[config.mk]
export PLATFORM = sky130hd
export DESIGN_NAME = riscv_main_fsm
export DESIGN_NICKNAME = d
export VERILOG_FILES = /design/src/rtl/riscv_main_fsm.sv
export SDC_FILE = /design/constraint.sdc
export NUM_CORES = 1
export LEC_CHECK = 0
export BUFFER_PORTS_ARGS = -buffer_cell sky130_fd_sc_hd__clkbuf_2
export CORE_AREA = 4 4 44 46
export DETAILED_ROUTE_END_ITERATION = 8
export DIE_AREA = 0 0 48 50
export HOLD_SLACK_MARGIN = 0.02
export PLACE_DENSITY = 0.69
export SLEW_MARGIN = 30
export SYNTH_ARGS = -nofsm -noshare
export SYNTH_HDL_FRONTEND = slang
export SYNTH_SLANG_ARGS = --single-unit
[constraint.sdc]
create_clock -name clk -period 1.42 [get_ports clk]
set_input_delay 0.142 -clock clk [delete_from_list [all_inputs] [get_ports clk]]
set_output_delay 0.142 -clock clk [all_outputs]
set_load 0.03 [all_outputs]
[src/rtl/riscv_main_fsm.sv]
// Main control FSM for the multicycle RISC-V datapath.
// Sequences fetch/decode/execute/memory/writeback and drives datapath controls.
module riscv_main_fsm #(
    parameter int OP_W    = 7,
    parameter int STATE_W = 4
) (
    input  logic               clk,
    input  logic               rst_n,
    input  logic [OP_W-1:0]    op,
    input  logic               zero,
    input  logic               mem_ready,
    output logic               pc_write,
    output logic               adr_src,
    output logic               ir_write,
    output logic               mem_write,
    output logic               reg_write,
    output logic [1:0]         result_src,
    output logic [1:0]         alu_src_a,
    output logic [1:0]         alu_src_b,
    output logic [1:0]         alu_op,
    output logic               illegal_op,
    output logic [STATE_W-1:0] state_o
);

    localparam logic [3:0] S_FETCH    = 4'd0;
    localparam logic [3:0] S_DECODE   = 4'd1;
    localparam logic [3:0] S_MEMADR   = 4'd2;
    localparam logic [3:0] S_MEMREAD  = 4'd3;
    localparam logic [3:0] S_MEMWB    = 4'd4;
    localparam logic [3:0] S_MEMWRITE = 4'd5;
    localparam logic [3:0] S_EXECUTER = 4'd6;
    localparam logic [3:0] S_EXECUTEI = 4'd7;
    localparam logic [3:0] S_ALUWB    = 4'd8;
    localparam logic [3:0] S_BEQ      = 4'd9;
    localparam logic [3:0] S_JAL      = 4'd10;

    localparam logic [OP_W-1:0] OP_LW  = OP_W'(7'b0000011);
    localparam logic [OP_W-1:0] OP_SW  = OP_W'(7'b0100011);
    localparam logic [OP_W-1:0] OP_R   = OP_W'(7'b0110011);
    localparam logic [OP_W-1:0] OP_I   = OP_W'(7'b0010011);
    localparam logic [OP_W-1:0] OP_BEQ = OP_W'(7'b1100011);
    localparam logic [OP_W-1:0] OP_JAL = OP_W'(7'b1101111);

    logic [3:0] state;
    logic [3:0] state_nx;
    logic       pc_update;
    logic       branch;
    logic       ir_wr_c;
    logic       mem_wr_c;
    logic       reg_wr_c;
    logic       illegal_c;

    // State register; reset parks the machine in FETCH.
    always_ff @(posedge clk or negedge rst_n) begin
        if (!rst_n) begin
            state <= S_FETCH;
        end else begin
            state <= state_nx;
        end
    end

    // Next-state selection, including opcode dispatch in DECODE.
    always_comb begin
        state_nx = S_FETCH;
        case (state)
            S_FETCH:    state_nx = mem_ready ? S_DECODE : S_FETCH;
            S_DECODE: begin
                unique case (1'b1)
                    (op == OP_LW),
                    (op == OP_SW):  state_nx = S_MEMADR;
                    (op == OP_R):   state_nx = S_EXECUTER;
                    (op == OP_I):   state_nx = S_EXECUTEI;
                    (op == OP_BEQ): state_nx = S_BEQ;
                    (op == OP_JAL): state_nx = S_JAL;
                    default:        state_nx = S_FETCH;
                endcase
            end
            S_MEMADR:   state_nx = (op == OP_LW) ? S_MEMREAD : S_MEMWRITE;
            S_MEMREAD:  state_nx = mem_ready ? S_MEMWB : S_MEMREAD;
            S_MEMWB:    state_nx = S_FETCH;
            S_MEMWRITE: state_nx = mem_ready ? S_FETCH : S_MEMWRITE;
            S_EXECUTER: state_nx = S_ALUWB;
            S_EXECUTEI: state_nx = S_ALUWB;
            S_ALUWB:    state_nx = S_FETCH;
            S_BEQ:      state_nx = S_FETCH;
            S_JAL:      state_nx = S_ALUWB;
            default:    state_nx = S_FETCH;
        endcase
    end

    // Per-state datapath controls; unlisted controls stay at 0.
    always_comb begin
        pc_update  = 1'b0;
        branch     = 1'b0;
        adr_src    = 1'b0;
        ir_wr_c    = 1'b0;
        mem_wr_c   = 1'b0;
        reg_wr_c   = 1'b0;
        illegal_c  = 1'b0;
        result_src = 2'b00;
        alu_src_a  = 2'b00;
        alu_src_b  = 2'b00;
        alu_op     = 2'b00;
        case (state)
            S_FETCH: begin
                alu_src_b  = 2'b10;
                result_src = 2'b10;
                ir_wr_c    = mem_ready;
                pc_update  = mem_ready;
            end
            S_DECODE: begin
                alu_src_a = 2'b01;
                alu_src_b = 2'b01;
                illegal_c = !((op == OP_LW) || (op == OP_SW) ||
                              (op == OP_R) || (op == OP_I) ||
                              (op == OP_BEQ) || (op == OP_JAL));
            end
            S_MEMADR: begin
                alu_src_a = 2'b10;
                alu_src_b = 2'b01;
            end
            S_MEMREAD: begin
                adr_src = 1'b1;
            end
            S_MEMWB: begin
                result_src = 2'b01;
                reg_wr_c   = 1'b1;
            end
            S_MEMWRITE: begin
                adr_src  = 1'b1;
                mem_wr_c = 1'b1;
            end
            S_EXECUTER: begin
                alu_src_a = 2'b10;
                alu_op    = 2'b10;
            end
            S_EXECUTEI: begin
                alu_src_a = 2'b10;
                alu_src_b = 2'b01;
                alu_op    = 2'b10;
            end
            S_ALUWB: begin
                reg_wr_c = 1'b1;
            end
            S_BEQ: begin
                alu_src_a = 2'b10;
                alu_op    = 2'b01;
                branch    = 1'b1;
            end
            S_JAL: begin
                alu_src_a = 2'b01;
                alu_src_b = 2'b10;
                pc_update = 1'b1;
            end
            default: begin
                pc_update = 1'b0;
            end
        endcase
    end

    // Enables are masked by reset so nothing writes during assertion.
    always_comb begin
        pc_write   = rst_n & (pc_update | (branch & zero));
        ir_write   = rst_n & ir_wr_c;
        mem_write  = rst_n & mem_wr_c;
        reg_write  = rst_n & reg_wr_c;
        illegal_op = rst_n & illegal_c;
        state_o    = STATE_W'(state);
    end

endmodule
Yosys cells after proc, flatten, opt, wreduce, memory -nomap -nowiden

Index checks and enable logic that the tools add are counted.

Flip-flop bits (word level): 4
Input port bits: 11
Output and inout bits: 18
Word-level logic and storage cells: 57

Eq/ne operators: 16
Mux-type cells: 17
Bitwise gates (word level): 7
Reductions and logical operators: 16

Operators by type and width:

| cell                                                            | count |
|---|---|
| 4-bit one-hot mux with 6 select lines                           | 1 |
| 4-bit one-hot mux with 5 select lines                           | 1 |
| 4-bit by 3-bit == test with 1-bit output, second input constant | 4 |
| 2-bit one-hot mux with 2 select lines                           | 4 |
| 7-bit by 6-bit == test with 1-bit output, second input constant | 2 |
| 7-bit == test, second input constant                            | 2 |
| 4-bit == test, second input constant                            | 3 |
| 2-bit OR reduction                                              | 6 |
| 3-bit 2-to-1 mux                                                | 3 |
| 4-bit by 2-bit == test with 1-bit output, second input constant | 2 |
| 7-bit by 2-bit == test with 1-bit output, second input constant | 1 |
| 7-bit by 5-bit == test with 1-bit output, second input constant | 1 |
| 1-bit 2-to-1 mux                                                | 7 |
| 1-bit AND                                                       | 6 |
| 3-bit OR reduction                                              | 2 |
| 1-bit logical OR                                                | 5 |
| 4-bit by 1-bit == test with 1-bit output, second input constant | 1 |
| 4-bit zero test                                                 | 1 |
| 4-bit OR reduction                                              | 1 |
| 1-bit one-hot mux with 2 select lines                           | 1 |
| 1-bit zero test                                                 | 1 |
| 1-bit bitwise OR                                                | 1 |

Depth between registers and ports, before layout

Gate-level depths: netlist (run 1).

Depth after elaboration: 9
Gate-level depth with buffers: 5
Depth with buffers taken out: 3

Least setup slack after synthesis (run 1)

Ideal clock, no wire load.

Path type: flip-flop to output port
From: register state[1] (netlist: state_o[1])
To: output reg_write
Data arrival time: 2410 ps
Data required time: 1278 ps
Path slack: -1132 ps
Stages on the path, launching flop included: 4
Path buffers: 2
Path through: dfrtp_1 buf_6 buf_2 a2111oi_0

Cells in the longest elaborated chain, start to end: 4
Elaborated cells on any way between the ends: 5

Ends and longest elaborated chain:

| element                                                                   | line | RTL |
|---|---|---|
| start: declaration                                                        | 44   | `logic [3:0] state;` |
| start signal: assignment                                                  | 58   | `state <= state_nx;` |
| 4-bit == test or 4-bit by 3-bit == test with 1-bit output (tied branches) | 104  | `case (state)` |
| 2-bit OR reduction (no source line) *                                     | n/a  |  |
| 1-bit 2-to-1 mux *                                                        | 104  |  |
| 1-bit AND *                                                               | 166  | `reg_write = rst_n & reg_wr_c;` |
| end: declaration                                                          | 16   | `output logic reg_write,` |

Every way passes the cells marked *; elsewhere a longest branch is shown, timed or not.

Worst setup path after layout (run 1)

From: register state[2] (netlist: state_o[2])
To: output ir_write

Cells in the longest elaborated chain, start to end: 3

Ends and longest elaborated chain:

| element          | line | RTL |
|---|---|---|
| 4-bit zero test  | 104  |  |
| 1-bit 2-to-1 mux | 104  |  |
| 1-bit AND        | 164  | `ir_write = rst_n & ir_wr_c;` |
| end: declaration | 14   | `output logic ir_write,` |

Every way passes these cells.

==> results of run 1 <==
[kinds of logic after synthesis]
kind of cell	share of synthesized area, %
buffers and inverters	8.80
XOR/XNOR	4.51
flip-flops	17.2
AO/OA/AOI/OAI	23.0
AND/OR/NAND/NOR	46.6
[timing repair]
action	CTS	global route
setup endpoints to repair	15	17
setup buffers	8	0
hold buffers	1	0
resized for setup	40	18
hold endpoints to repair	4	0
pin swaps	2	0
[per-layer routing]
metal | vias up | routed length, um
li1 | 385 | -
met4 | 0 | 65
met3 | 6 | 91
met5 | - | 0
met1 | 382 | 1090
met2 | 27 | 1220
[cells in the mapped netlist]
library cell	instances	area share, %
dfrtp_1	4	17
nand2b_1	3	3.2
o21ai_0	3	2.6
nor2b_1	3	3.2
or2_2	1	1.1
nand4b_1	1	1.5
nor2_1	3	1.9
o21a_1	1	1.3
nor4b_1	2	3.0
a2111oi_0	1	1.5
nor3_1	4	3.4
nor4b_4	1	4.1
a2111oi_2	1	2.6
and4bb_2	1	2.1
nand4_1	2	2.1
nor4_1	1	1.1
nor3b_1	3	3.9
buf_6	1	1.9
a21oi_1	4	3.4
nand4bb_1	1	1.9
nand3b_1	1	1.3
and2_1	2	2.1
a32oi_1	1	1.5
nand2_1	6	3.9
and3b_1	3	4.5
o211ai_1	1	1.3
inv_1	4	2.6
buf_2	5	4.3
a211oi_1	1	1.3
o31ai_1	1	1.3
o2111a_1	1	1.9
xor2_1	2	3.0
xnor2_1	1	1.5
and3_1	2	2.1
o2111ai_1	1	1.5
a21o_1	1	1.3
o32ai_1	1	1.5
[area by class of cell]
cell class | count | share of cell area, %
Sequential cell | 4 | 8.44
Multi-Input combinational cell | 61 | 48.0
Tap cell | 16 | 1.61
Timing Repair Buffer | 53 | 38.9
Inverter | 4 | 1.21
Clock buffer | 3 | 1.81
[power by group through the flow]
stage                     clock network (uW)  logic (uW)  registers [uW]
after floorplan                            0         173             134
after global placement                     0         240             136
after detailed placement                   0         243             137
after CTS                                150         312             133
after global routing                     169         358             136
final                                    158         338             135
[through the flow]
| step | power [uW] | util, % | setup WS (ns) | std cells | hold WS (ns) |
|---|---|---|---|---|---|
| floorplan | 307 | - | -0.177 | 75 | -0.154 |
| global placement | 376 | 62.4 | 0.00220 | 129 | 0.0720 |
| detailed placement | 380 | 62.4 | -0.0485 | 129 | 0.0571 |
| CTS | 595 | 79.7 | -0.193 | 141 | 0.230 |
| global route | 663 | 82.6 | -0.280 | 141 | 0.263 |
| finish | 631 | 82.6 | -0.236 | 141 | 0.219 |
[path summary, 6_finish.rpt]
kind / start / to / slack, ns / cells after the start
max in group asynchronous: rst_n / state_o[1]$_DFF_PN0_ / 0.92 / 3
worst min-delay path: op[4] / state_o[2]$_DFF_PN0_ / 0.22 / 3
min in group asynchronous: rst_n / state_o[3]$_DFF_PN0_ / 0.36 / 3
worst max-delay path: state_o[2]$_DFF_PN0_ / ir_write / -0.24 / 4
worst max register to register: state_o[1]$_DFF_PN0_ / state_o[1]$_DFF_PN0_ / -0.07 / 4
worst min register to register: state_o[1]$_DFF_PN0_ / state_o[3]$_DFF_PN0_ / 0.74 / 2
[worst max-delay path, cell delays in order (launching register included)]
cell and delay (ns):
dfrtp_2 0.47, buf_6 0.16, nor4_4 0.26, and3_4 0.24
buf_8 0.12
==> reports/results.tsv, run 1 <==
metric	value	unit
status	finished, violations left	
failing checks	setup timing	
DR vias/cell	5.67	
most common cell after layout, fill and taps aside	buf_4	
HPWL Detailed	1470	um
RSZ-0062 raised after global routing	true	
DRT Wirelength	2470	um
Worst Path Max Fanout	7	
die extent in x	48	um
Syn-to-layout area delta	114	%
Routed Antenna Nets	0	
Yosys reg bits	4	
WP data required	1.28	ns
Initial Util	38.7	%
post-synthesis sequential area ratio	17.2	%
final setup margin	-0.236	ns
global-route wire length before repair	4030	um
Int Power	382	uW
Setup CP Type	reg -> out	
Chip Height	50	um
Core Region	0.00151	sq mm
# rows	14	
final instance area	0.00124	sq mm
Final Max Slew Viols	0	
global routing's busiest layer	met2	
crit start category	register	
met2 usage	33.9	%
clk sinks	4	
DR vias	800	
Seq pwr share	21.4	%
Final Skew	0.00756	ns
H-tree Lvls	1	
Clk pwr share	25.0	%
final worst path period share	117	%
post-synthesis net count	86	
wire per inst	17.5	um
Die Footprint	0.00240	sq mm
vias in the first global route	847	
Overflow after GRT	0	
area occupied by multi-input gates	598	sq um
final net count	138	
IO Port Bufs	28	
clk root buf	clkbuf_4	
Mapped Cells	75	
Final setup viols	16	
met1 Usage GRT	32.8	%
Peak Freq	0.604	GHz
placed cell areas	940	sq um
final worst path period need	1.66	ns
clk buf depth	2	
Syn Area/Cell	7.77	sq um
top-level port count	29	
DRC	0	
Worst-Margin Slew	0.275	ns
Hold WC Path Type	in -> reg	
CP arrival	1.51	ns
GR Util met3	5.09	%
FF/Latch Area	105	sq um
Netlist Area Pre-Place	583	sq um
Inserted Clock Buffers	3	
1st-iter DRT viols	15	
combinational power share	53.6	%
drt first pass iters	4	
most frequent cells in the layout	buf_4, clkbuf_2, buf_6	
Worst Setup End Kind	output port	
largest net degree at the start of global routing	12	
diodes inserted	0	
GRT Overall Usage	23.7	%
initial antenna violation count	0	
number of flip-flops in the largest register	4	
Clock Latency Late Sink	0.26	ns
Worst-path clk slew	0.04	ns
Ys Warns	0	
Slew headroom	81.6	%
share of cells above drive strength 1	68.0	%
routability cong.	0.793	
TritonCTS clock tree	yes	
fill count	82	
Yosys cell types	37	
Leakage Power	0.000543	uW
final setup TNS	-2.20	ns
sw frac	39.5	%
Pwr Density	507	mW/mm^2
Psw	249	uW
max-cap violation count	0	
Peak VDD IR	0.348	mV
final hold vios	0	
Power figures use the tool's default switching activity.
==> inputs of run 2 (changes only) <==
GPL_TIMING_DRIVEN = 0   (was default)
PLACE_DENSITY = 0.71   (was 0.69)
==> run 2 against run 1 <==
The flow still finishes with violations (setup timing). Largest cell class unchanged. Highest routed layer unchanged. Cell area up 17%. Largest power group unchanged. Maximum frequency down 8.4%. Power up 18%.
==> reports/results.tsv, run 2 (synthesis results as in run 1) <==
metric	value	unit	change
status	finished, violations left		
failing checks	setup timing		
Hold WC Path Type	in -> reg		
Die Footprint	0.00240	sq mm	unchanged
diodes inserted	0		unchanged
Initial Util	38.7	%	unchanged
Worst-path clk slew	0.05	ns	about the same
drt first pass iters	4		unchanged
Crit path largest cell delay	0.50	ns	+0.03 ns
largest net degree at the start of global routing	10		-2
Final Skew	0.000957	ns	-0.00660 ns
most frequent cells in the layout	buf_4, clkbuf_2, buf_6		
Core Region	0.00151	sq mm	unchanged
number of flip-flops in the largest register	4		unchanged
Top Family by Delay on Critical Path	flip-flops		
routability cong.	0.847		+6.9%
final worst path period need	1.81	ns	+0.151 ns
Overflow after GRT	0		unchanged
Chip Height	50	um	unchanged
DRT Wirelength	4190	um	+70%
TritonCTS clock tree	yes		
H-tree Lvls	1		unchanged
Worst Setup End Kind	register		
DR vias/cell	6.97		+23%
clk buf depth	2		unchanged
fill count	29		-65%
# rows	14		unchanged
vias in the first global route	925		+9.2%
Worst Path Max Fanout	6		-1
final net count	145		+5.1%
Peak VDD IR	0.508	mV	+46%
die extent in x	48	um	unchanged
initial antenna violation count	0		unchanged
wire per inst	28.3	um	+62%
CP arrival	1.93	ns	+0.42 ns
Fin Hold WS	0.271	ns	+0.0523 ns
crit-path cells	buf_6 > nor4b_4 > buf_4 > nand4b_1 > a2111oi_2		
final instance area	0.00145	sq mm	+17%
post-placement cell count	119		-7.8%
crit start category	register		
DR vias	1032		+29%
Clock Latency Late Sink	0.25	ns	about the same
max-cap violation count	0		unchanged
RSZ-0062 raised after global routing	true		
DRC	0		unchanged
Pwr Density	512	mW/mm^2	+1.1%
most common cell after layout, fill and taps aside	buf_4		
final hold vios	0		unchanged
GRT Overall Usage	27.0	%	+3.3 points
Routed Antenna Nets	0		unchanged
Syn-to-layout area delta	149	%	
Slew headroom	67.4	%	-14 points
Final Max Slew Viols	0		unchanged
clk sinks	4		unchanged
Worst-Margin Slew	0.488	ns	+0.213 ns
WP data required	1.54	ns	+0.26 ns
Util after Layout	96.3	%	+14 points
final setup margin	-0.387	ns	-0.151 ns
IO Port Bufs	28		unchanged
R2R setup slack	-0.39	ns	-0.32 ns
final worst path period share	127	%	+11 points
Buf/Inv on CP	2		unchanged
Peak Freq	0.553	GHz	-8.4%
placed cell areas	873	sq um	-7.1%
worst slack, placed	-0.184	ns	-0.135 ns
Final setup viols	17		+1
share of cells above drive strength 1	76.5	%	+8.5 points
1st-iter DRT viols	53		+38
Leakage Power	0.000618	uW	+14%
Setup CP Type	reg -> reg		
global-route wire length before repair	4590	um	+14%
Inserted Clock Buffers	3		unchanged
post-route insts no fill	148		+5.0%
clk root buf	clkbuf_4		
HPWL Detailed	1410	um	-4.6%
Worst path slowest cell	dfrtp_2		
top-level port count	29		unchanged
run 2: cell types whose count changed in the layout (fill, tap and decap cells not counted), moves of 2 or more:
| cell | previous run | this run |
|---|---|---|
| buf_8 | 4 | 10 |
| buf_12 | 0 | 2 |
| nand2_1 | 6 | 4 |
| nand2_2 | 0 | 2 |
| nor4b_2 | 2 | 0 |
run 2: cell type report:
| class | count | area, sq um | share of cell area, % |
|---|---|---|---|
| plain buffers | 4 | 60.1 | 4.14 |
| clock buffers | 3 | 22.5 | 1.55 |
| inverters | 4 | 17.5 | 1.21 |
| multi-input cells | 61 | 683 | 47.1 |
| flip-flops and latches | 4 | 105 | 7.24 |
| well taps | 16 | 20.0 | 1.38 |
| repair buffers | 56 | 543 | 37.4 |
run 2: path summary, 6_finish.rpt:
check,from,cells past startpoint,to
max,state_o[0]$_DFF_PN0_,5,state_o[1]$_DFF_PN0_
min,op[4],3,state_o[2]$_DFF_PN0_
max reg2reg,state_o[0]$_DFF_PN0_,5,state_o[1]$_DFF_PN0_
min reg2reg,state_o[3]$_DFF_PN0_,3,state_o[1]$_DFF_PN0_
max in group asynchronous,rst_n,2,state_o[3]$_DFF_PN0_
min in group asynchronous,rst_n,2,state_o[0]$_DFF_PN0_
run 2: layer usage:
layer / track usage (%) / wire length, um / vias up
li1: - / - / 397
met3: 8.00 / 516 / 36
met4: 17.0 / 292 / 0
met2: 42.7 / 1980 / 109
met5: 0 / 0 / -
met1: 29.8 / 1400 / 490
run 2: where the power goes:
| part | switching (uW) | internal (uW) |
|---|---|---|
| clock network | 67.6 | 96.0 |
| logic | 227 | 219 |
| registers | 14.9 | 119 |
run 2: through the flow:
step | total power, uW | setup TNS [ns]
2_1_floorplan | 307 | -0.594
3_3_place_gp | 372 | -0.526
3_5_place_dp | 375 | -0.511
4_1_cts | 622 | -1.91
5_1_grt | 766 | -4.20
6_report | 744 | -3.56
run 2: repair_timing:
action,CTS,global route
hold endpoints to repair,4,0
hold buffers,1,0
resized for setup,57,30
endpoints found under the setup margin,15,18
pin swaps,11,11
buffers inserted,22,5
run 2: worst register-to-register path, cell delays in order (launching register included):
cell and delay (ns):
dfrtp_2 0.50, buf_6 0.17, nor4b_4 0.27, buf_4 0.19, nand4b_1 0.16, a2111oi_2 0.39
==> inputs of run 3 (changes only) <==
CAP_MARGIN = 20   (was default)
CELL_PAD_IN_SITES_DETAIL_PLACEMENT = 1   (was default)
CELL_PAD_IN_SITES_GLOBAL_PLACEMENT = 1   (was default)
CORE_AREA = 4 4 43 64   (was 4 4 44 46)
DIE_AREA = 0 0 47 68   (was 0 0 48 50)
PLACE_DENSITY = 0.72   (was 0.71)
==> run 3 against run 2 <==
The flow still finishes with violations (setup timing). Die area is 33% higher. Maximum frequency is 3.2% higher. Clock skew is 0.0091 ns higher. Clock power is 13% lower. Hold slack better by 0.0069 ns. Count of clock-buffer cells in the layout stayed put. Sequential cell count stayed put. Final cell count is 4.1% higher. First-iteration DRC count is 89% lower. Wire length is 23% lower. Critical path type is now reg -> out. Largest cell class unchanged.
==> reports/results.tsv, run 3 (synthesis results as in run 1) <==
metric	value	unit	change
worst hold path endpoint	state_o[2]$_DFF_PN0_		
combinational power share	61.3	%	+1.3 points
Util after Layout	65.0	%	-31 points
Psw	266	uW	-14%
post-route insts no fill	154		+4.1%
clk root buf	clkbuf_4		
drt first pass iters	4		unchanged
GRT Overall Usage	18.7	%	-8.4 points
most common cell after layout, fill and taps aside	buf_4		
Initial Util	26.4	%	-12 points
vias in the first global route	854		-7.7%
routability cong.	0.750		-12%
sw frac	37.9	%	-3.7 points
final net count	144		-0.69%
Worst Setup End Kind	output port		
TritonCTS clock tree	yes		
post-placement cell count	126		+5.9%
hold path cells	3		unchanged
IO Port Bufs	28		unchanged
H-tree Lvls	1		unchanged
clk buf depth	2		unchanged
crit-path cells	buf_12 > buf_6 > nor4_4 > and3_4 > buf_8		
wire per inst	21.0	um	-26%
1st-iter DRT viols	6		-89%
max-cap violation count	0		unchanged
Routed Antenna Nets	0		unchanged
DRC	0		unchanged
Overflow after GRT	0		unchanged
DR vias	823		-20%
number of flip-flops in the largest register	4		unchanged
Worst path slowest cell	dfrtp_2		
initial antenna violation count	0		unchanged
Chip Height	68	um	+36%
Slew headroom	73.5	%	+6.1 points
Worst-path clk slew	0.04	ns	about the same
status	finished, violations left		
Peak VDD IR	0.582	mV	+15%
final worst path period need	1.75	ns	-0.0569 ns
PnR Total Power	701	uW	-5.7%
Final setup viols	15		-2
clk sinks	4		unchanged
Leakage Power	0.000611	uW	-1.2%
Worst Path Max Fanout	5		-1
CP arrival	1.61	ns	-0.32 ns
Seq pwr share	18.3	%	+0.3 points
worst hold start	op[4]		
final worst path period share	123	%	-4.0 points
failing checks	setup timing		
Inserted Clock Buffers	3		unchanged
die extent in x	47	um	-2.1%
diodes inserted	0		unchanged
Setup CP Type	reg -> out		
global-route wire length before repair	4220	um	-8.1%
Core Region	0.00221	sq mm	+47%
worst slack, placed	-0.195	ns	-0.0113 ns
DRT Wirelength	3230	um	-23%
crit start category	register		
Final Max Slew Viols	0		unchanged
largest net degree at the start of global routing	11		+1
Worst-Margin Slew	0.396	ns	-0.0922 ns
cells on worst reg2reg path	6		+1
RSZ-0062 raised after global routing	true		
DR vias/cell	5.34		-23%
HPWL Detailed	1620	um	+15%
Final Skew	0.0101	ns	+0.00914 ns
most frequent cells in the layout	buf_4, clkbuf_2, buf_8		
# rows	21		+7
WP data required	1.28	ns	-0.26 ns
Crit path largest cell delay	0.43	ns	-0.07 ns
Pwr Density	489	mW/mm^2	-4.5%
Clk pwr share	20.4	%	-1.6 points
final hold vios	0		unchanged
share of cells above drive strength 1	78.6	%	+2.1 points
top-level port count	29		unchanged
final setup TNS	-2.66	ns	+0.897 ns
worst r2r src	state_o[0]$_DFF_PN0_		
Hold WC Path Type	in -> reg		
R2R setup slack	-0.24	ns	+0.15 ns
Peak Freq	0.571	GHz	+3.2%
Syn-to-layout area delta	146	%	
Int Power	436	uW	+0.25%
Clock Latency Late Sink	0.24	ns	about the same
Die Footprint	0.00320	sq mm	+33%
worst r2r dst	state_o[1]$_DFF_PN0_		
final setup margin	-0.330	ns	+0.0569 ns
==> run 3: cell types whose count changed in the layout (fill, tap and decap cells not counted), sizes merged <==
| cell | delta |
|---|---|
| buf | +1 |
| clkbuf | -2 |
==> run 3: critical path, delay by kind of cell (launching register included) <==
| family | cells | cell delay, ns |
|---|---|---|
| and+or+nand+nor | 2 | 0.55 |
| DFF | 1 | 0.43 |
| buffers and inverters | 3 | 0.39 |
==> run 3: how the worst max path moves through the flow <==
stage | start | to | cells after the start
after floorplan | state_o[0]$_DFF_PN0_ | ir_write | 3
after global placement | state_o[3]$_DFF_PN0_ | pc_write | 4
after global routing | state_o[3]$_DFF_PN0_ | pc_write | 5
final | state_o[0]$_DFF_PN0_ | ir_write | 5
after CTS | state_o[0]$_DFF_PN0_ | pc_write | 4
after detailed placement | state_o[3]$_DFF_PN0_ | pc_write | 4
==> run 3: what timing repair did <==
item | in CTS | in global routing
resized for setup | 53 | 33
setup endpoints to repair | 16 | 17
pin swaps | 10 | 17
hold endpoints to repair | 4 | 0
buffers inserted | 19 | 11
hold buffers | 1 | 0
==> run 3: layer usage <==
metal | share of wire, % | vias up | GRT usage (%) | wire length [um]
met2 | 55 | 32 | 35.5 | 1770
met5 | 0 | - | 0 | 0
met1 | 38 | 396 | 19.0 | 1210
met4 | 2.7 | 0 | 8.30 | 86
met3 | 5.0 | 6 | 2.37 | 161
li1 | - | 389 | - | -
==> run 3: layout make-up <==
type                    count  area, sq um
fillers                   235          773
multi-input cells          61          681
repair buffers             55          514
flip-flops and latches      4          105
plain buffers               4         65.1
well taps                  23         28.8
clock buffers               3         22.5
inverters                   4         17.5
==> run 3: power groups by stage <==
stage / sequential [uW] / clock, uW / combinational [uW]
after CTS: 130 / 142 / 336
after floorplan: 134 / 0 / 173
final: 128 / 143 / 430
after global routing: 129 / 158 / 451
after global placement: 126 / 0 / 248
after detailed placement: 126 / 0 / 252
==> run 3: metrics by stage <==
stage                     cell area [sq um]  hold slack (ns)
after CTS                              1260            0.245
after global routing                   1430            0.309
after global placement                  882          -0.0180
after detailed placement                882          -0.0166
after floorplan                         713           -0.154
final                                  1430            0.278
